===== src/rtl/dmem_pkg.sv =====
// Shared types and constants for the data-memory access controller.
// Lane 0 is the most significant byte (big-endian).
package dmem_pkg;

    localparam int unsigned LANES = 4;

    typedef enum logic [1:0] {
        IDLE,
        ISSUE,
        WAIT,
        DONE
    } state_e;

    typedef enum logic [1:0] {
        BYTE,
        HALF,
        WORD,
        SIZE_ERR
    } size_e;

    localparam logic [LANES-1:0] WE_NONE = 4'b0000;
    localparam logic [LANES-1:0] WE_B0   = 4'b1000;
    localparam logic [LANES-1:0] WE_B1   = 4'b0100;
    localparam logic [LANES-1:0] WE_B2   = 4'b0010;
    localparam logic [LANES-1:0] WE_B3   = 4'b0001;
    localparam logic [LANES-1:0] WE_H0   = 4'b1100;
    localparam logic [LANES-1:0] WE_H2   = 4'b0011;
    localparam logic [LANES-1:0] WE_W    = 4'b1111;

    // Load context captured at grant time and used when read data returns.
    typedef struct packed {
        size_e      size;
        logic [1:0] offset;
        logic       is_signed;
    } ld_ctx_t;

    // byte and half both set is an illegal size.
    function automatic size_e size_decode(input logic is_byte, input logic is_half);
        case ({is_byte, is_half})
            2'b10:   return BYTE;
            2'b01:   return HALF;
            2'b00:   return WORD;
            default: return SIZE_ERR;
        endcase
    endfunction

endpackage


===== src/rtl/dmem_access_ctrl_if.sv =====
// Requester (CPU, loader) and BRAM signals of the data-memory access controller.
// The controller uses the slave modport; requesters and the BRAM use master.
interface dmem_access_ctrl_if #(
    parameter int unsigned ADDR_W = 32
);
    logic              cpu_req;
    logic              cpu_we;
    logic              cpu_byte;
    logic              cpu_half;
    logic              cpu_signed;
    logic [ADDR_W-1:0] cpu_addr;
    logic [31:0]       cpu_wdata;
    logic [31:0]       cpu_rdata;
    logic              cpu_ready;
    logic              cpu_misalign;

    logic              ldr_req;
    logic [ADDR_W-1:0] ldr_addr;
    logic [31:0]       ldr_wdata;
    logic              ldr_ack;

    logic [ADDR_W-1:0] mem_addr;
    logic [3:0]        mem_wea;
    logic [31:0]       mem_wdata;
    logic [31:0]       mem_rdata;

    modport master (
        output cpu_req, cpu_we, cpu_byte, cpu_half, cpu_signed, cpu_addr, cpu_wdata,
        input  cpu_rdata, cpu_ready, cpu_misalign,
        output ldr_req, ldr_addr, ldr_wdata,
        input  ldr_ack,
        input  mem_addr, mem_wea, mem_wdata,
        output mem_rdata
    );

    modport slave (
        input  cpu_req, cpu_we, cpu_byte, cpu_half, cpu_signed, cpu_addr, cpu_wdata,
        output cpu_rdata, cpu_ready, cpu_misalign,
        input  ldr_req, ldr_addr, ldr_wdata,
        output ldr_ack,
        output mem_addr, mem_wea, mem_wdata,
        input  mem_rdata
    );

endinterface


===== src/rtl/dmem_lane_align.sv =====
// Combinational byte-lane logic: store enables/steering/misalign detection
// and load lane extraction with zero/sign extension.
module dmem_lane_align
    import dmem_pkg::*;
#(
    parameter int unsigned DATA_W = 32
) (
    input  size_e             size,
    input  logic [1:0]        offset,
    input  logic [DATA_W-1:0] wdata,
    output logic [LANES-1:0]  wea_c,
    output logic [DATA_W-1:0] wdata_c,
    output logic              misalign_c,
    input  ld_ctx_t           ld_ctx,
    input  logic [DATA_W-1:0] rdata,
    output logic [DATA_W-1:0] ld_data_c
);

    logic [7:0]  ld_byte;
    logic [15:0] ld_half;

    // Store side: replicate data into every lane so all lanes stay deterministic.
    always_comb begin
        wea_c      = WE_NONE;
        wdata_c    = wdata;
        misalign_c = 1'b0;
        case (size)
            BYTE: begin
                wdata_c = {4{wdata[7:0]}};
                case (offset)
                    2'd0:    wea_c = WE_B0;
                    2'd1:    wea_c = WE_B1;
                    2'd2:    wea_c = WE_B2;
                    default: wea_c = WE_B3;
                endcase
            end
            HALF: begin
                wdata_c = {2{wdata[15:0]}};
                if (offset[0]) begin
                    misalign_c = 1'b1;
                end else begin
                    wea_c = offset[1] ? WE_H2 : WE_H0;
                end
            end
            WORD: begin
                if (offset != 2'd0) begin
                    misalign_c = 1'b1;
                end else begin
                    wea_c = WE_W;
                end
            end
            default: misalign_c = 1'b1;
        endcase
    end

    // Load side: offset 0 is bits 31:24.
    always_comb begin
        ld_byte   = rdata[31:24];
        ld_half   = rdata[31:16];
        ld_data_c = rdata;
        case (ld_ctx.offset)
            2'd1:    ld_byte = rdata[23:16];
            2'd2:    ld_byte = rdata[15:8];
            2'd3:    ld_byte = rdata[7:0];
            default: ld_byte = rdata[31:24];
        endcase
        if (ld_ctx.offset[1]) begin
            ld_half = rdata[15:0];
        end
        case (ld_ctx.size)
            BYTE:    ld_data_c = {{24{ld_ctx.is_signed & ld_byte[7]}}, ld_byte};
            HALF:    ld_data_c = {{16{ld_ctx.is_signed & ld_half[15]}}, ld_half};
            default: ld_data_c = rdata;
        endcase
    end

endmodule


===== src/rtl/dmem_access_ctrl.sv =====
// Data-memory access sequencer: loader/CPU arbitration, BRAM issue with
// 1-cycle read latency, load alignment and one-cycle completion pulses.
module dmem_access_ctrl
    import dmem_pkg::*;
#(
    parameter int unsigned ADDR_W = 32,
    parameter int unsigned DATA_W = 32
) (
    input  logic              clock,
    input  logic              reset,
    dmem_access_ctrl_if.slave bus
);

    state_e            state;
    logic              grant_ldr;
    logic              store_q;
    ld_ctx_t           ld_ctx;

    size_e             req_size_c;
    logic [LANES-1:0]  wea_c;
    logic [DATA_W-1:0] wdata_c;
    logic [DATA_W-1:0] ld_data_c;
    logic              misalign_c;
    logic              unused_ldr_offset_c;

    assign req_size_c          = size_decode(bus.cpu_byte, bus.cpu_half);
    assign unused_ldr_offset_c = ^bus.ldr_addr[1:0];

    dmem_lane_align #(
        .DATA_W (DATA_W)
    ) u_lane_align (
        .size       (req_size_c),
        .offset     (bus.cpu_addr[1:0]),
        .wdata      (bus.cpu_wdata),
        .wea_c      (wea_c),
        .wdata_c    (wdata_c),
        .misalign_c (misalign_c),
        .ld_ctx     (ld_ctx),
        .rdata      (bus.mem_rdata),
        .ld_data_c  (ld_data_c)
    );

    // Grant is decided only in IDLE and held until DONE; pulses default low.
    always_ff @(posedge clock) begin
        if (reset) begin
            state            <= IDLE;
            grant_ldr        <= 1'b0;
            store_q          <= 1'b0;
            ld_ctx           <= '0;
            bus.mem_addr     <= '0;
            bus.mem_wea      <= WE_NONE;
            bus.mem_wdata    <= '0;
            bus.cpu_rdata    <= '0;
            bus.cpu_ready    <= 1'b0;
            bus.cpu_misalign <= 1'b0;
            bus.ldr_ack      <= 1'b0;
        end else begin
            bus.mem_wea      <= WE_NONE;
            bus.cpu_ready    <= 1'b0;
            bus.cpu_misalign <= 1'b0;
            bus.ldr_ack      <= 1'b0;
            case (state)
                IDLE: begin
                    if (bus.ldr_req) begin
                        grant_ldr     <= 1'b1;
                        store_q       <= 1'b1;
                        bus.mem_addr  <= {bus.ldr_addr[ADDR_W-1:2], 2'b00};
                        bus.mem_wea   <= WE_W;
                        bus.mem_wdata <= bus.ldr_wdata;
                        state         <= ISSUE;
                    end else if (bus.cpu_req) begin
                        grant_ldr <= 1'b0;
                        store_q   <= bus.cpu_we;
                        ld_ctx    <= '{size: req_size_c, offset: bus.cpu_addr[1:0],
                                       is_signed: bus.cpu_signed};
                        if (misalign_c) begin
                            bus.cpu_rdata    <= '0;
                            bus.cpu_ready    <= 1'b1;
                            bus.cpu_misalign <= 1'b1;
                            state            <= DONE;
                        end else begin
                            bus.mem_addr  <= {bus.cpu_addr[ADDR_W-1:2], 2'b00};
                            bus.mem_wea   <= bus.cpu_we ? wea_c : WE_NONE;
                            bus.mem_wdata <= wdata_c;
                            state         <= ISSUE;
                        end
                    end
                end
                ISSUE: begin
                    if (store_q) begin
                        bus.ldr_ack   <= grant_ldr;
                        bus.cpu_ready <= ~grant_ldr;
                        state         <= DONE;
                    end else begin
                        state <= WAIT;
                    end
                end
                WAIT: begin
                    bus.cpu_rdata <= ld_data_c;
                    bus.cpu_ready <= 1'b1;
                    state         <= DONE;
                end
                DONE:    state <= IDLE;
                default: state <= IDLE;
            endcase
        end
    end

endmodule

===== src/flat_wrapper.sv =====
// flat-port wrapper written by rule: the top's interface ports become plain ports
module dmem_access_ctrl_flat import dmem_pkg::*;
#(
    parameter int unsigned ADDR_W = 32,
    parameter int unsigned DATA_W = 32
)
  (clock, reset, bus_cpu_req, bus_cpu_we, bus_cpu_byte, bus_cpu_half, bus_cpu_signed, bus_cpu_addr, bus_cpu_wdata, bus_cpu_rdata, bus_cpu_ready, bus_cpu_misalign, bus_ldr_req, bus_ldr_addr, bus_ldr_wdata, bus_ldr_ack, bus_mem_addr, bus_mem_wea, bus_mem_wdata, bus_mem_rdata);
  dmem_access_ctrl_if #(.ADDR_W(ADDR_W)) bus_i ();
  input  logic clock;
  input  logic reset;
  input wire logic [$bits(bus_i.cpu_req)-1:0] bus_cpu_req;
  input wire logic [$bits(bus_i.cpu_we)-1:0] bus_cpu_we;
  input wire logic [$bits(bus_i.cpu_byte)-1:0] bus_cpu_byte;
  input wire logic [$bits(bus_i.cpu_half)-1:0] bus_cpu_half;
  input wire logic [$bits(bus_i.cpu_signed)-1:0] bus_cpu_signed;
  input wire logic [$bits(bus_i.cpu_addr)-1:0] bus_cpu_addr;
  input wire logic [$bits(bus_i.cpu_wdata)-1:0] bus_cpu_wdata;
  output wire logic [$bits(bus_i.cpu_rdata)-1:0] bus_cpu_rdata;
  output wire logic [$bits(bus_i.cpu_ready)-1:0] bus_cpu_ready;
  output wire logic [$bits(bus_i.cpu_misalign)-1:0] bus_cpu_misalign;
  input wire logic [$bits(bus_i.ldr_req)-1:0] bus_ldr_req;
  input wire logic [$bits(bus_i.ldr_addr)-1:0] bus_ldr_addr;
  input wire logic [$bits(bus_i.ldr_wdata)-1:0] bus_ldr_wdata;
  output wire logic [$bits(bus_i.ldr_ack)-1:0] bus_ldr_ack;
  output wire logic [$bits(bus_i.mem_addr)-1:0] bus_mem_addr;
  output wire logic [$bits(bus_i.mem_wea)-1:0] bus_mem_wea;
  output wire logic [$bits(bus_i.mem_wdata)-1:0] bus_mem_wdata;
  input wire logic [$bits(bus_i.mem_rdata)-1:0] bus_mem_rdata;
  assign bus_i.cpu_req = bus_cpu_req;
  assign bus_i.cpu_we = bus_cpu_we;
  assign bus_i.cpu_byte = bus_cpu_byte;
  assign bus_i.cpu_half = bus_cpu_half;
  assign bus_i.cpu_signed = bus_cpu_signed;
  assign bus_i.cpu_addr = bus_cpu_addr;
  assign bus_i.cpu_wdata = bus_cpu_wdata;
  assign bus_cpu_rdata = bus_i.cpu_rdata;
  assign bus_cpu_ready = bus_i.cpu_ready;
  assign bus_cpu_misalign = bus_i.cpu_misalign;
  assign bus_i.ldr_req = bus_ldr_req;
  assign bus_i.ldr_addr = bus_ldr_addr;
  assign bus_i.ldr_wdata = bus_ldr_wdata;
  assign bus_ldr_ack = bus_i.ldr_ack;
  assign bus_mem_addr = bus_i.mem_addr;
  assign bus_mem_wea = bus_i.mem_wea;
  assign bus_mem_wdata = bus_i.mem_wdata;
  assign bus_i.mem_rdata = bus_mem_rdata;
  dmem_access_ctrl #(.ADDR_W(ADDR_W), .DATA_W(DATA_W)) u_core (.clock(clock), .reset(reset), .bus(bus_i));
endmodule

===== config.mk =====
export PLATFORM = sky130hd
export DESIGN_NAME = dmem_access_ctrl_flat
export DESIGN_NICKNAME = d
export VERILOG_FILES = /design/src/rtl/dmem_pkg.sv /design/src/rtl/dmem_access_ctrl_if.sv /design/src/rtl/dmem_lane_align.sv /design/src/rtl/dmem_access_ctrl.sv /design/src/flat_wrapper.sv
export SDC_FILE = /design/constraint.sdc
export NUM_CORES = 1
export LEC_CHECK = 0
export CAP_MARGIN = 5
export CELL_PAD_IN_SITES_DETAIL_PLACEMENT = 0
export CELL_PAD_IN_SITES_GLOBAL_PLACEMENT = 1
export CORE_MARGIN = 1.5
export CORE_UTILIZATION = 32
export CTS_CLUSTER_DIAMETER = 40
export DETAILED_ROUTE_END_ITERATION = 8
export MAX_ROUTING_LAYER = met4
export PLACE_DENSITY_LB_ADDON = 0.3
export SYNTH_ARGS = -nofsm -noshare
export SYNTH_HDL_FRONTEND = slang
export SYNTH_HIERARCHICAL = 1
export SYNTH_SLANG_ARGS = --single-unit

===== constraint.sdc =====
create_clock -name clock -period 2.8 [get_ports clock]
set_input_delay 0.42 -clock clock [delete_from_list [all_inputs] [get_ports clock]]
set_output_delay 0.42 -clock clock [all_outputs]
set_load 0.02 [all_outputs]

Word-level counts from Yosys, hierarchy flattened
Cells that the tools add are included.

word-level totals
  logic and storage cells = 93
  bits of input ports = 168
  flip-flop bits (word level) = 112
  output and inout port bits = 103

cells by class
  bitwise gates (word level) = 7
  mux-type cells = 41
  eq/ne operators = 18
  reductions and logical operators = 14

operators with widths
  kind                                                                      number
  32-bit two-way mux                                                        9
  32-bit one-hot mux with 2 select lines                                    3
  4-bit two-way mux                                                         7
  4-bit one-hot mux with 3 select lines                                     2
  8-bit one-hot mux with 3 select lines                                     1
  16-bit two-way mux                                                        1
  2-bit equality test (second input constant)                               7
  2-bit by 1-bit equality test with 1-bit output (second input constant)    6
  1-bit two-way mux                                                         11
  2-bit zero test                                                           5
  2-bit one-hot mux with 4 select lines                                     1
  2-bit two-way mux                                                         3
  2-bit inequality test (second input constant)                             3
  1-bit one-hot mux with 3 select lines                                     2
  2-bit one-hot mux with 3 select lines                                     1
  3-bit AND reduction                                                       2
  2-bit nonzero test                                                        3
  1-bit NOT                                                                 5
  4-bit AND reduction                                                       1
  3-bit inequality test (second input constant)                             1
  3-bit OR reduction                                                        1
  1-bit AND                                                                 2
  2-bit by 1-bit inequality test with 1-bit output (second input constant)  1
  2-bit AND reduction                                                       1
  2-bit OR reduction                                                        1

Logic depth before layout (Yosys ltp)
Gate-level depths: netlist of the first run.

  word-level depth = 8
  gate-level depth with buffers = 10
  gate-level depth less buffers = 8

By module
The synthesis of the first run kept the hierarchy.

modules (own cells, without submodules)
  module            sequential area each (um2)  area each (um2)  instances  cells an instance
  dmem_access_ctrl  2202.1                      5417.7           1          563
  dmem_lane_align   0.0                         1213.7           1          189

Worst setup path after synthesis of the first run
No wires, ideal clock.

  path type = input -> register
  from = input port bus_cpu_byte
  to = register u_core.bus.mem_addr[18]
  stages = 10
  path slack = 267 ps
  setup time = 121 ps
  arrival = 2412 ps
  data required time = 2679 ps
  buffers on the path = 3
  cell sequence = inv_1 ha_1 or2_2 clkbuf_1 buf_1 o22a_1 nor2b_4 o21ai_4 buf_4 mux2_2

between the ends
  cells in the longest elaborated chain, start to end = 6
  elaborated cells between the ends (all ways) = 10
  classes of those cells = eq/ne: 5; mux: 2; reduce/logical: 3

ends and longest elaborated chain
  element                                                                       line                       source
  from (decl)                                                                   flat_wrapper.sv:13         input wire logic [$bits(bus_i.cpu_byte)-1:0] bus_cpu_byte;
  2-bit by 1-bit equality test with 1-bit output, or another cell as far along  dmem_pkg.sv:39             case ({is_byte, is_half})
  2-bit one-hot mux with 3 select lines *                                       dmem_pkg.sv:39
  net u_core.req_size_c[0]                                                      dmem_access_ctrl.sv:19     size_e req_size_c;
  2-bit equality test, or another cell as far along                             dmem_lane_align.sv:27      case (size)
  1-bit one-hot mux with 3 select lines *                                       dmem_lane_align.sv:27
  net u_core.misalign_c                                                         dmem_access_ctrl.sv:23     logic misalign_c;
  2-bit inequality test (no line) *                                             n/a
  3-bit AND reduction (no line) *                                               n/a
  to (signal assigned)                                                          dmem_access_ctrl.sv:67     bus.mem_addr <= {bus.ldr_addr[ADDR_W-1:2], 2'b00};
  to (signal assigned)                                                          dmem_access_ctrl.sv:82     bus.mem_addr <= {bus.cpu_addr[ADDR_W-1:2], 2'b00};
  to (decl)                                                                     dmem_access_ctrl_if.sv:41  output mem_addr, mem_wea, mem_wdata,

The timed path passes the listed nets; every way through them passes the cells marked *.
A chain may end at the register's enable or synchronous reset.

Worst setup path in the final report of the first run
  from = input port bus_cpu_byte
  to = register u_core.bus.mem_wdata[8]

between the ends
  cells in the longest elaborated chain, start to end = 7
  elaborated cells between the ends (all ways) = 14
  classes of those cells = eq/ne: 5; mux: 6; reduce/logical: 3

ends and longest elaborated chain
  element                                                                                   line                       source
  2-bit by 1-bit equality test with 1-bit output, or another cell as far along              dmem_pkg.sv:39
  2-bit one-hot mux with 3 select lines *                                                   dmem_pkg.sv:39
  net u_core.req_size_c[0]                                                                  dmem_access_ctrl.sv:19
  2-bit by 1-bit equality test with 1-bit output / 2-bit zero test (equally long branches)  dmem_lane_align.sv:27
  32-bit one-hot mux with 2 select lines *                                                  dmem_lane_align.sv:27
  net u_core.wdata_c[8]                                                                     dmem_access_ctrl.sv:21     logic [DATA_W-1:0] wdata_c;
  32-bit two-way mux *                                                                      dmem_access_ctrl.sv:76     if (misalign_c) begin
  32-bit two-way mux *                                                                      dmem_access_ctrl.sv:71     end else if (bus.cpu_req) begin
  32-bit two-way mux *                                                                      dmem_access_ctrl.sv:64     if (bus.ldr_req) begin
  to (signal assigned)                                                                      dmem_access_ctrl.sv:69     bus.mem_wdata <= bus.ldr_wdata;
  to (signal assigned)                                                                      dmem_access_ctrl.sv:84     bus.mem_wdata <= wdata_c;
  to (decl)                                                                                 dmem_access_ctrl_if.sv:41

The timed path passes the listed nets; every way through them passes the cells marked *. The select of a mux whose other input is x is not followed.

==> summary.md, run 1 <==
| Metric | Value |
|---|---|
| Peak Freq | `0.424 GHz` |
| Drt total wl | `21.0 mm` |
| Post-DR vias/cell | `4.73` |
| Cells on Worst Hold Path | `2` |
| Skew-Pair Late Insertion Delay | `0.36 ns` |
| RR Endpoint | `u_core/bus.cpu_rdata[18]` |
| Final Cycle Share | `0.842` |
| GPL Wtd Cong | `0.815` |
| Die H | `147 µm` |
| Synthesis-to-layout area growth | `48.0%` |
| Switching pwr | `1.71 mW` |
| Most numerous cell in the Yosys netlist | `dfxtp_1` |
| Seq pwr share | `0.351` |
| Clk_skew | `0.00702 ns` |
| N_diodes | `0` |
| Reg area | `2200 µm²` |
| Commonest cells in the synthesized netlist | `110 x dfxtp_1, 84 x nor2_1, 75 x mux2_2, 75 x mux2i_1, 66 x nor2b_1` |
| CP Max Fanout | `8` |
| Multi-input logic area | `3890 µm²` |
| Die area | `21600 µm²` |
| Slowest cell on the critical path | `clkdlybuf4s50_1` |
| Critical-path cell list | `clkdlybuf4s50_1 > inv_1 > ha_1 > or2_2 > nor2_1 > buf_4 > mux2_2 > mux2i_1 > nor2_1 > mux2_2` |
| Clock root cell | `clkbuf_16` |
| Gr ovfl total | `0` |
| Power share of the combinational group | `0.389` |
| Pre-antenna DRT Iters | `5` |
| Slowest cell delay on critical path | `0.48 ns` |
| Rel. slew slack | `0.569` |
| Least-Margin Pin Slew | `0.645 ns` |
| Initial antenna violation count | `0` |
| RSZ-0062 raised after global routing | `false` |
| Final Hold Vio Count | `0` |
| Met1 Resource Use GR | `0.258` |
| Synth Register Bits | `110` |
| Synth area leader | `dfxtp_1` |
| Buffers on Ports | `266` |
| Clock group share of total power | `0.260` |
| NumNets Final | `1157` |
| Cell area after layout | `9820 µm²` |
| Post-synth top flop | `dfxtp_1` |
| Gr usage total | `0.200` |
| CP arrival | `2.60 ns` |
| Top cells by area, synth | `dfxtp_1 33%, mux2_2 13%, mux2i_1 11%` |
| Tot Pwr | `5.34 mW` |
| Worst Setup Start Kind | `primary input` |
| Filler cells | `2031` |
| Starting Density | `0.327` |
| Pint | `3.62 mW` |
| Rows | `52` |
| GR peak layer | `met2` |
| R2R setup slack | `0.76 ns` |
| Status | `completed` |
| Synth async-reset ratio | `0` |
| Slew Viols, Final | `0` |
| Crit path kind | `in -> reg` |
| H-Tree Depth | `3` |
| Boundary Pins | `271` |
| Post-CTS Setup Bufs | `0` |
| Per-cell routed wire length | `16.8 µm` |
| Synth warn | `6` |
| Pwr Density | `544 nW/µm²` |
| Pin count of the biggest net entering global routing | `64` |
| Worst setup path startpoint | `bus_cpu_byte` |
| Syn avg cell area | `8.82 µm²` |
| CTS Buffer Depth | `2` |
| # setup viols final | `0` |
| Required time of the critical path | `3.05 ns` |
| DRC | `0` |
| Post-CTS Resized | `0` |
| Vias | `5942` |
| Max Cap Viol | `0` |
| First-pass GRT wire length | `32.6 mm` |
| Peak VDD IR | `0.304 mV` |
| R2r startpoint | `u_core/ld_ctx[4]` |
| DP Wirelength | `15.7 mm` |
| CTS buffer count | `9` |
| Switching share of power | `0.321` |
| Core box area | `20300 µm²` |
| Min Tclk post-route | `2.36 ns` |
| CTS tree | `built` |
| Vias in the first global route | `5789` |
| Final TNS setup | `0 ns` |
| ANT nets after route | `0` |
| Leakage | `3.92 nW` |
| DR iter-0 viols | `275` |
| GRT met2 Usage | `0.311` |
| Sequential area share after synthesis | `0.332` |
| Hold Path End | `u_core/bus.ldr_ack` |
| Number of flops mapped to enable cells by yosys | `0` |
| Synthesized area | `6630 µm²` |
| Die W | `147 µm` |
| Clock Pin Slew Worst Setup and Hold Paths | `0.07 ns` |
| Post-Place Worst Slack | `0.0845 ns` |
| Synth top area share | `0.332` |
| CTS Hold Buffers Added | `0` |
| CP Capture Type | `flip-flop` |
| R2R cell count | `6` |
| Synthesized instance count | `752` |
| Distinct cell type count after synthesis | `52` |
| Fin worst setup slack | `0.443 ns` |
| Layout cells sized above 1 | `0.126` |
| Number of clock sinks | `110` |
| Hold Path Class | `reg -> reg` |
| Placed Area | `9510 µm²` |
| Hold Crit Start | `u_core/grant_ldr` |
| Met3 usage | `0.0401` |
==> sequential cells by signal, summed over array words and instances, names as in the netlist <==
register,cells
u_core/grant_ldr,1
u_core/bus.cpu_ready,1
u_core/bus.cpu_misalign,1
u_core/store_q,1
u_core/bus.ldr_ack,1
u_core/bus.mem_addr,30
u_core/state,2
u_core/ld_ctx,5
u_core/bus.mem_wea,4
u_core/bus.mem_wdata,32
u_core/bus.cpu_rdata,32
==> cell type report <==
class,instances,area share
Clock buffer,10,0.0233
Clock inverter,5,0.00765
Inverter,39,0.0149
Multi-Input combinational cell,531,0.396
Sequential cell,110,0.224
Tap cell,270,0.0344
Timing Repair Buffer,291,0.299
==> stage by stage <==
step / cells / hold WS, ns / utilization
after floorplan: 753 / 0.436 / -
after global placement: 1241 / 0.461 / 0.469
after detailed placement: 1241 / 0.469 / 0.469
after CTS: 1256 / 0.481 / 0.484
after global routing: 1256 / 0.500 / 0.484
final: 1256 / 0.473 / 0.484
==> cell usage in the layout, fill, tap and decap left out, drive strengths merged, types with 6 or more instances in the layout <==
cell	count
clkdlybuf4s50	264
dfxtp	110
nor2	85
mux2	83
mux2i	75
nor2b	67
nand2	55
inv	39
nand2b	37
o32ai	32
buf	27
o21ai	19
a21oi	11
a221o	10
clkbuf	10
ha	7
a22oi	6
==> cells by family after synthesis <==
| logic type | after synthesis | share of synthesized area |
|---|---|---|
| simple gates | 265 | 0.201 |
| mux | 159 | 0.258 |
| buf+inv | 112 | 0.0830 |
| flops | 110 | 0.332 |
| compound gates | 97 | 0.111 |
| fa+ha+maj | 7 | 0.0132 |
| other cells | 1 | 0.000565 |
| xor+xnor | 1 | 0.00132 |
==> worst max path at each step <==
stage / to / slack, ns / depth (start not counted)
after floorplan: u_core/bus.mem_addr[18] / 0.27 / 10
after global placement: u_core/bus.mem_wdata[8] / 0.05 / 10
after detailed placement: u_core/bus.mem_wdata[8] / 0.08 / 10
after CTS: u_core/bus.mem_wdata[23] / 0.46 / 9
after global routing: u_core/bus.cpu_rdata[25] / 0.29 / 10
final: u_core/bus.mem_wdata[8] / 0.44 / 10
==> power by group through the flow <==
| stage | combinational, mW | clock (mW) | sequential (mW) |
|---|---|---|---|
| after floorplan | 1.00 | 0 | 2.10 |
| after global placement | 2.08 | 0 | 1.90 |
| after detailed placement | 2.09 | 0 | 1.90 |
| after CTS | 2.09 | 1.43 | 1.87 |
| after global routing | 2.23 | 1.49 | 1.90 |
| final | 2.08 | 1.39 | 1.87 |
==> critical path: cells and delay by family <==
| family | cells | cell delay (ns) |
|---|---|---|
| fa+ha+maj | 1 | 0.17 |
| buf+inv | 3 | 0.71 |
| mux | 3 | 0.75 |
| simple gates | 3 | 0.55 |
==> per-layer routing <==
metal,part of all wire,vias to the layer above
li1,-,3027
met1,0.45,2689
met2,0.46,195
met3,0.058,31
met4,0.026,0
met5,0,-
Power figures use the tool's default switching activity.
==> run 2: changes to the inputs <==
==> constraint.sdc (replaced) <==
create_clock -name clock -period 2.35 [get_ports clock]
set_input_delay 0.3525 -clock clock [delete_from_list [all_inputs] [get_ports clock]]
set_output_delay 0.3525 -clock clock [all_outputs]
set_load 0.02 [all_outputs]
==> summary.md, run 2 (synthesized netlist as in run 1, its figures left out) <==
| Metric | Value |
|---|---|
| Rows | `52` |
| GPL Wtd Cong | `0.815` |
| Status | `completed` |
| CP arrival | `2.45 ns` |
| CTS Hold Buffers Added | `0` |
| Cell area after layout | `9860 µm²` |
| Commonest non-fill, non-tap cell in the layout | `clkdlybuf4s50_1` |
| Layout cells sized above 1 | `0.132` |
| First-pass GRT wire length | `32.4 mm` |
| Required time of the critical path | `2.59 ns` |
| DR iter-0 viols | `283` |
| RSZ-0062 raised after global routing | `false` |
| CTS Buffer Depth | `2` |
| CTS buffer count | `9` |
| Die area | `21600 µm²` |
| Min Tclk post-route | `2.20 ns` |
| Skew-Pair Late Insertion Delay | `0.35 ns` |
| Clk_skew | `0.00541 ns` |
| CTS tree | `built` |
| Post-CTS Resized | `0` |
| # setup viols final | `0` |
| Final TNS setup | `0 ns` |
| Die W | `147 µm` |
| Peak VDD IR | `0.354 mV` |
| Peak Freq | `0.454 GHz` |
| DRC | `0` |
| Pin count of the biggest net entering global routing | `78` |
| Worst Setup Start Kind | `primary input` |
| Top Registers | `u_core/bus.cpu_rdata (32), u_core/bus.mem_wdata (32), u_core/bus.mem_addr (30)` |
| Rel. slew slack | `0.635` |
| Crit path kind | `in -> reg` |
| DP Wirelength | `16.1 mm` |
| Clock root cell | `clkbuf_16` |
| Slew Viols, Final | `0` |
| Number of clock sinks | `110` |
| Drt total wl | `21.2 mm` |
| Filler cells | `1997` |
| Hold Path Class | `in -> reg` |
| Tot Pwr | `6.18 mW` |
| Placed Area | `9580 µm²` |
| Synthesis-to-layout area growth | `48.7%` |
| CP Capture Type | `flip-flop` |
| Buffers on Ports | `266` |
| Final Cycle Share | `0.937` |
| Vias in the first global route | `5791` |
| Initial antenna violation count | `1` |
| Starting Density | `0.327` |
| Pre-antenna DRT Iters | `6` |
| CP Max Fanout | `29` |
| ANT nets after route | `0` |
| H-Tree Depth | `3` |
| Leakage | `3.94 nW` |
| Vias | `5954` |
| Boundary Pins | `271` |
| Max Cap Viol | `0` |
| Post-Place Worst Slack | `-0.289 ns` |
| Gr usage total | `0.198` |
| Die H | `147 µm` |
| Clock Pin Slew Worst Setup and Hold Paths | `0.07 ns` |
| NumNets Final | `1163` |
| Fin worst setup slack | `0.149 ns` |
| Per-cell routed wire length | `16.7 µm` |
| Commonest non-fill, non-tap cells in the layout | `263 x clkdlybuf4s50_1, 110 x dfxtp_1, 83 x nor2_1` |
| Post-DR vias/cell | `4.71` |
| Pwr Density | `627 nW/µm²` |
| Final Hold Vio Count | `0` |
| Least-Margin Pin Slew | `0.540 ns` |
| Gr ovfl total | `0` |
| Post-CTS Setup Bufs | `0` |
| Core box area | `20300 µm²` |
==> run 2: changes by cell type in the layout (fill, tap and decap cells not counted), sizes merged <==
| cell | before | now |
|---|---|---|
| clkinvlp | 0 | 3 |
| bufinv | 2 | 0 |
| clkbuf | 10 | 11 |
| clkinv | 3 | 2 |
| diode | 0 | 1 |
| clkdlybuf4s50 | 264 | 263 |
| buf | 27 | 33 |
| dlymetal6s2s | 0 | 1 |
==> run 2: path summary, 6_finish.rpt <==
| path | startpoint | end | slack [ns] | depth (start not counted) |
|---|---|---|---|---|
| max | bus_cpu_half | u_core/bus.mem_addr[30] | 0.15 | 8 |
| min | reset | u_core/state[1] | 0.36 | 2 |
| max reg2reg | u_core/state[0] | u_core/bus.cpu_rdata[27] | 0.48 | 7 |
| min reg2reg | u_core/grant_ldr | u_core/bus.ldr_ack | 0.47 | 2 |
==> run 2: metal layers <==
layer	GRT usage	up-vias	wire, µm
met1	0.249	2731	9720
met2	0.319	164	9990
met5	-	-	0
met4	0.0645	0	363
met3	0.0413	22	1090
li1	-	3037	-
==> run 2: metrics by stage <==
step                       util  hold slack, ns  instances
final                     0.486           0.359       1264
after global routing      0.486           0.367       1264
after CTS                 0.485           0.343       1263
after detailed placement  0.472           0.462       1247
after global placement    0.472           0.460       1247
after floorplan               -           0.436        753
==> run 2: report_power, final <==
| part | total, mW | switching (mW) | internal [mW] |
|---|---|---|---|
| logic | 2.50 | 1.20 | 1.31 |
| clock network | 1.47 | 0.743 | 0.722 |
| registers | 2.22 | 0.120 | 2.10 |
| total | 6.18 | 2.06 | 4.13 |
==> run 2: area by class of cell <==
cell class / count / area, µm² / share of cell area
Clock inverter: 5 / 36.3 / 0.00368
Sequential cell: 110 / 2200 / 0.223
Tap cell: 270 / 338 / 0.0343
Multi-Input combinational cell: 531 / 3890 / 0.395
Antenna cell: 1 / 2.50 / 0.000254
Clock buffer: 11 / 233 / 0.0236
Timing Repair Buffer: 297 / 3010 / 0.305
Inverter: 39 / 146 / 0.0148
==> run 2: worst max-delay path, cell delays in order <==
cell	delay (ns)
clkdlybuf4s50_1	0.47
ha_1	0.37
nor2b_1	0.14
o22a_1	0.22
nor2b_4	0.06
o21ai_4	0.20
buf_12	0.23
mux2_2	0.36
==> run 3: changes to the inputs <==
==> constraint.sdc (replaced) <==
create_clock -name clock -period 2.2 [get_ports clock]
set_input_delay 0.33 -clock clock [delete_from_list [all_inputs] [get_ports clock]]
set_output_delay 0.33 -clock clock [all_outputs]
set_load 0.02 [all_outputs]
==> summary.md, run 3 (synthesized netlist as in run 1, its figures left out) <==
| Metric | Value |
|---|---|
| DR iter-0 viols | `253` |
| # setup viols final | `0` |
| Clock root cell | `clkbuf_16` |
| Drt total wl | `21.4 mm` |
| Peak VDD IR | `0.398 mV` |
| Peak Freq | `0.498 GHz` |
| CP arrival | `2.27 ns` |
| Min Tclk post-route | `2.01 ns` |
| Initial antenna violation count | `1` |
| Critical-path cell list | `dlygate4sd2_1 > inv_1 > ha_4 > nor2b_1 > o22a_1 > nor2b_4 > o21ai_4 > buf_12 > bufbuf_16 > mux2_2` |
| Cell area after layout | `10100 µm²` |
| Post-DR vias/cell | `4.69` |
| Filler cells | `2004` |
| Top Registers | `u_core/bus.cpu_rdata (32), u_core/bus.mem_wdata (32), u_core/bus.mem_addr (30)` |
| Reg area | `2200 µm²` |
| Rel. slew slack | `0.591` |
| CP Max Fanout | `13` |
| Bufs and invs on worst path | `4` |
| CTS Buffer Depth | `2` |
| Vias in the first global route | `5804` |
| GPL Wtd Cong | `0.822` |
| Die area | `21600 µm²` |
| ANT nets after route | `0` |
| Skew-Pair Late Insertion Delay | `0.36 ns` |
| Layout cells sized above 1 | `0.146` |
| Max Cap Viol | `0` |
| Slew Viols, Final | `0` |
| Starting Density | `0.327` |
| RSZ-0062 raised after global routing | `false` |
| Gr ovfl total | `0` |
| Worst Setup Start Kind | `primary input` |
| Status | `completed` |
| First-pass GRT wire length | `32.5 mm` |
| Slowest cell delay on critical path | `0.33 ns` |
| Placed Area | `9670 µm²` |
| Boundary Pins | `271` |
| Hold Path Class | `in -> reg` |
| Synthesis-to-layout area growth | `51.9%` |
| Final Cycle Share | `0.913` |
| Required time of the critical path | `2.46 ns` |
| CP Capture Type | `flip-flop` |
| Die W | `147 µm` |
| Pre-antenna DRT Iters | `4` |
| Final Hold Vio Count | `0` |
| Gr usage total | `0.200` |
| Clock Pin Slew Worst Setup and Hold Paths | `0.08 ns` |
| DRC | `0` |
| Core box area | `20300 µm²` |
| H-Tree Depth | `3` |
| CTS tree | `built` |
| Final TNS setup | `0 ns` |
| Leakage | `4.06 nW` |
| Top Family by Delay on Critical Path | `buffers and inverters` |
| Clk_skew | `0.00722 ns` |
| Number of clock sinks | `110` |
| DP Wirelength | `16.2 mm` |
| Vias | `5997` |
| CTS Hold Buffers Added | `0` |
| Pin count of the biggest net entering global routing | `63` |
| CTS buffer count | `9` |
| Multi-input logic area | `3920 µm²` |
| NumNets Final | `1176` |
| Crit path kind | `in -> reg` |
| Slowest cell on the critical path | `mux2_2` |
| Per-cell routed wire length | `16.7 µm` |
| Pwr Density | `685 nW/µm²` |
| Least-Margin Pin Slew | `0.614 ns` |
| Commonest non-fill, non-tap cell in the layout | `clkdlybuf4s50_1` |
| Rows | `52` |
| Commonest non-fill, non-tap cells in the layout | `262 x clkdlybuf4s50_1, 110 x dfxtp_1, 83 x nor2_1` |
| Die H | `147 µm` |
| Buffers on Ports | `266` |
## run 3: cell count changes in the layout (fill, tap and decap cells not counted), moves of 2 or more
cell	delta
buf_4	+10
diode_2	+2
inv_6	+3
clkinvlp_4	-3
buf_12	+2
## run 3: power by group
| group | internal (mW) | switching (mW) | leakage [nW] | total [mW] |
|---|---|---|---|---|
| Combinational | 1.48 | 1.29 | 3.01 | 2.78 |
| Sequential | 2.24 | 0.130 | 0.900 | 2.37 |
| Clock | 0.909 | 0.840 | 0.150 | 1.75 |
## run 3: final timing paths
path | startpoint | to | slack, ns | depth (start not counted)
max | bus_cpu_byte | u_core/bus.mem_addr[17] | 0.19 | 10
min | reset | u_core/bus.mem_addr[2] | 0.45 | 3
max reg2reg | u_core/state[0] | u_core/bus.mem_wdata[25] | 0.29 | 6
min reg2reg | u_core/grant_ldr | u_core/bus.ldr_ack | 0.46 | 2
## run 3: layout make-up
type                    instances  area share
inverters                      39      0.0145
diodes                          3    0.000745
clock buffers                  10      0.0227
multi-input cells             531       0.389
clock inverters                 6     0.00758
flip-flops and latches        110       0.219
repair buffers                310       0.314
well taps                     270      0.0335
## run 3: worst register-to-register path: stages, from the launching register on
cell and delay, ns:
dfxtp_1 0.36, inv_1 0.13, ha_1 0.44, o21ai_4 0.12, buf_12 0.16, bufbuf_16 0.28
mux2_1 0.31
## run 3: metrics by stage
step | total power [mW] | util | hold WS [ns] | worst slack (ns) | std cells
4_1_cts | 6.97 | 0.495 | 0.443 | 0.0252 | 1276
5_1_grt | 7.25 | 0.496 | 0.486 | 0.118 | 1277
3_3_place_gp | 5.10 | 0.477 | 0.454 | -0.394 | 1257
6_report | 6.90 | 0.496 | 0.451 | 0.191 | 1279
3_5_place_dp | 5.11 | 0.477 | 0.454 | -0.414 | 1257
2_1_floorplan | 3.95 | - | 0.436 | 0.0205 | 753
## run 3: what timing repair did
item,in CTS,in global routing
gates resized for setup,4,3
buffers inserted,2,0
endpoints found under the hold margin,0,0
pin swaps,2,1
cloned,1,0
endpoints found under the setup margin,46,45
## run 3: layer usage
metal	up-vias	wire length [µm]	track usage	part of all wire
met5	-	0	-	0
met2	165	10200	0.319	0.48
met1	2747	9600	0.250	0.45
met3	19	1230	0.0500	0.057
met4	0	349	0.0590	0.016
li1	3066	-	-	-
==> RTL edit, RTL diff (settings of run 3) <==
`ADDR_W` is set to 32 in 3 places; all go to 40.
--- a/src/rtl/dmem_access_ctrl_if.sv
+++ b/src/rtl/dmem_access_ctrl_if.sv
@@ -3,3 +3,3 @@
 interface dmem_access_ctrl_if #(
-    parameter int unsigned ADDR_W = 32
+    parameter int unsigned ADDR_W = 40
 );
--- a/src/rtl/dmem_access_ctrl.sv
+++ b/src/rtl/dmem_access_ctrl.sv
@@ -5,3 +5,3 @@
 #(
-    parameter int unsigned ADDR_W = 32,
+    parameter int unsigned ADDR_W = 40,
     parameter int unsigned DATA_W = 32
--- a/src/flat_wrapper.sv
+++ b/src/flat_wrapper.sv
@@ -3,3 +3,3 @@
 #(
-    parameter int unsigned ADDR_W = 32,
+    parameter int unsigned ADDR_W = 40,
     parameter int unsigned DATA_W = 32
Interface: changed (resized bus_cpu_addr, bus_ldr_addr and bus_mem_addr); port bits go from 271 to 295. The function was not compared with the original's and may differ.
==> RTL edit against run 3 <==
- cell count increased by 6.1%
- sequential cell count increased by 8
- register-to-register slack about the same
- area after synthesis increased by 7.0%
- clock power increased by 61%
- worst hold slack got worse by 110 ps
- first-iteration DRC count increased by 2.0%
- wire length increased by 5.7%
- setup slack got worse by 120 ps
- cell area increased by 8.7%
- critical path depth unchanged
- power increased by 21%
- largest power group unchanged
==> RTL edit: results (changes against run 3) <==
| Metric | Value |
|---|---|
| Worst hold path type | input port to flip-flop (unchanged) |
| Critical-path maximum fanout | 26 (was 13) |
| Synth cell count leaders | dfxtp_1, nor2_1, mux2_2, mux2i_1, nor2b_1 (unchanged) |
| Top cells by area, synth | dfxtp_1, mux2_2, mux2i_1 (unchanged) |
| Root buf cell | clkbuf_16 (unchanged) |
| Layout cells sized above 1 | 15.35% (was 14.61%) |
| GR Util All Layers | 19.80% (was 19.99%) |
| Clock skew | 7.032 ps (was 7.223 ps) |
| Clock transition at the registers of the reported paths | 60 ps (was 80 ps) |
| Slowest cell on the critical path | clkdlybuf4s50_1 (was mux2_2) |
| Filler Cells Inserted | 2,077 (was 2,004) |
| Worst vdd ir | 0.4277 mV (was 0.3975 mV) |
| 1st-iter DRT viols | 258 (was 253) |
| Detailed Place HPWL | 16,720 um (was 16,160 um) |
| Clock Latency Late Sink | 410 ps (was 360 ps) |
| Synth async-reset ratio | 0% (unchanged) |
| Number of non-filler instances in the completed layout | 1,357 (was 1,279) |
| Worst-Margin Slew | 954.4 ps (was 614.2 ps) |
| First-pass GRT wire length | 34,990 um (was 32,500 um) |
| Delay-heaviest family, CP | buffers and inverters (unchanged) |
| Status | finished clean (unchanged) |
| CTS H-tree lvls | 4 (was 3) |
| GP Congestion | 0.7855 (was 0.8224) |
| Total leakage power | 0.004407 uW (was 0.004055 uW) |
| Top flop regs | u_core/bus.mem_addr x38, u_core/bus.cpu_rdata x32, u_core/bus.mem_wdata x32 (was u_core/bus.cpu_rdata x32, u_core/bus.mem_wdata x32, u_core/bus.mem_addr x30) |
| Port Buf Inserts | 290 (was 266) |
| Initial antenna violation count | 2 (was 1) |
| Crit path DAT | 2430 ps (was 2270 ps) |
| Drt pass-1 iters | 4 (unchanged) |
| Netlist cell types | 54 (was 52) |
| Max stage delay on crit path | 480 ps (was 330 ps) |
| Yosys Warn Count | 6 (unchanged) |
| Post-Route WL | 22,560 um (was 21,360 um) |
| Largest net degree at the start of global routing | 73 (was 63) |
| Post-CTS setup buffers | 1 (was 2) |
| Sequential fraction of the synthesis area | 33.30% (was 33.21%) |
| CTS Buf Count | 17 (was 9) |
| DP Cell Count | 1,321 (was 1,257) |
| Placed cell area | 10,260 sq um (was 9673 sq um) |
| Post-synth top flop | dfxtp_1 (unchanged) |
| Routed vias | 6,418 (was 5,997) |
| Clk buf depth | 2 (unchanged) |
| Post-synthesis cell count | 796 (was 752) |
| CTS resizes | 3 (was 4) |
| Vias in the first global route | 6,294 (was 5,804) |
-- RTL edit: final cells by class --
class,count,share of cell area (%)
clock buffers,17,3.886
flip-flops and latches,118,21.58
repair buffers,323,30.34
multi-input cells,563,38.06
well taps,280,3.200
clock inverters,15,1.554
diodes,2,0.04571
inverters,39,1.337
-- RTL edit: metrics by stage --
step | utilization (%) | setup slack [ps] | setup TNS (ps)
finish | 50.32 | 71.47 | 0
global route | 50.32 | 39.84 | 0
CTS | 50.17 | 11.82 | 0
detailed placement | 47.18 | -447.5 | -39860
global placement | 47.18 | -424.3 | -37920
floorplan | - | -2.905 | -29.05
-- RTL edit: routing by layer --
layer / wire length (um) / part of all wire, % / track usage [%] / vias up
met5: 0 / 0 / - / -
met2: 10840 / 48 / 31.46 / 186
met3: 1313 / 5.8 / 5.419 / 15
met1: 10130 / 45 / 24.03 / 2968
met4: 275 / 1.2 / 6.981 / 0
li1: - / - / - / 3249
-- RTL edit: path summary, 6_finish.rpt --
kind	endpoint	startpoint	cells after the start	slack (ps)
setup reg to reg	u_core/bus.cpu_rdata[13]	u_core/ld_ctx[2]	5	290
hold reg to reg	u_core/bus.ldr_ack	u_core/grant_ldr	2	460
setup / recovery	u_core/bus.mem_addr[20]	bus_cpu_byte	10	70
hold / removal	u_core/bus.mem_addr[7]	reset	3	340
-- RTL edit: power breakdown --
group          internal (uW)  leakage (uW)  switching [uW]
Combinational           1560       0.00315            1400
Sequential              2410      0.000966             140
Clock                   1690      0.000287            1120
-- RTL edit: logic make-up after synthesis --
family / after synthesis / share of synthesized area, %
adders and majority gates: 7 / 1.235
DFF: 118 / 33.30
muxes: 175 / 26.47
other: 1 / 0.05286
buffers and inverters: 116 / 8.448
and+or+nand+nor: 281 / 19.98
AOI/OAI and AO/OA: 97 / 10.39
xor gates and xnor gates: 1 / 0.1235
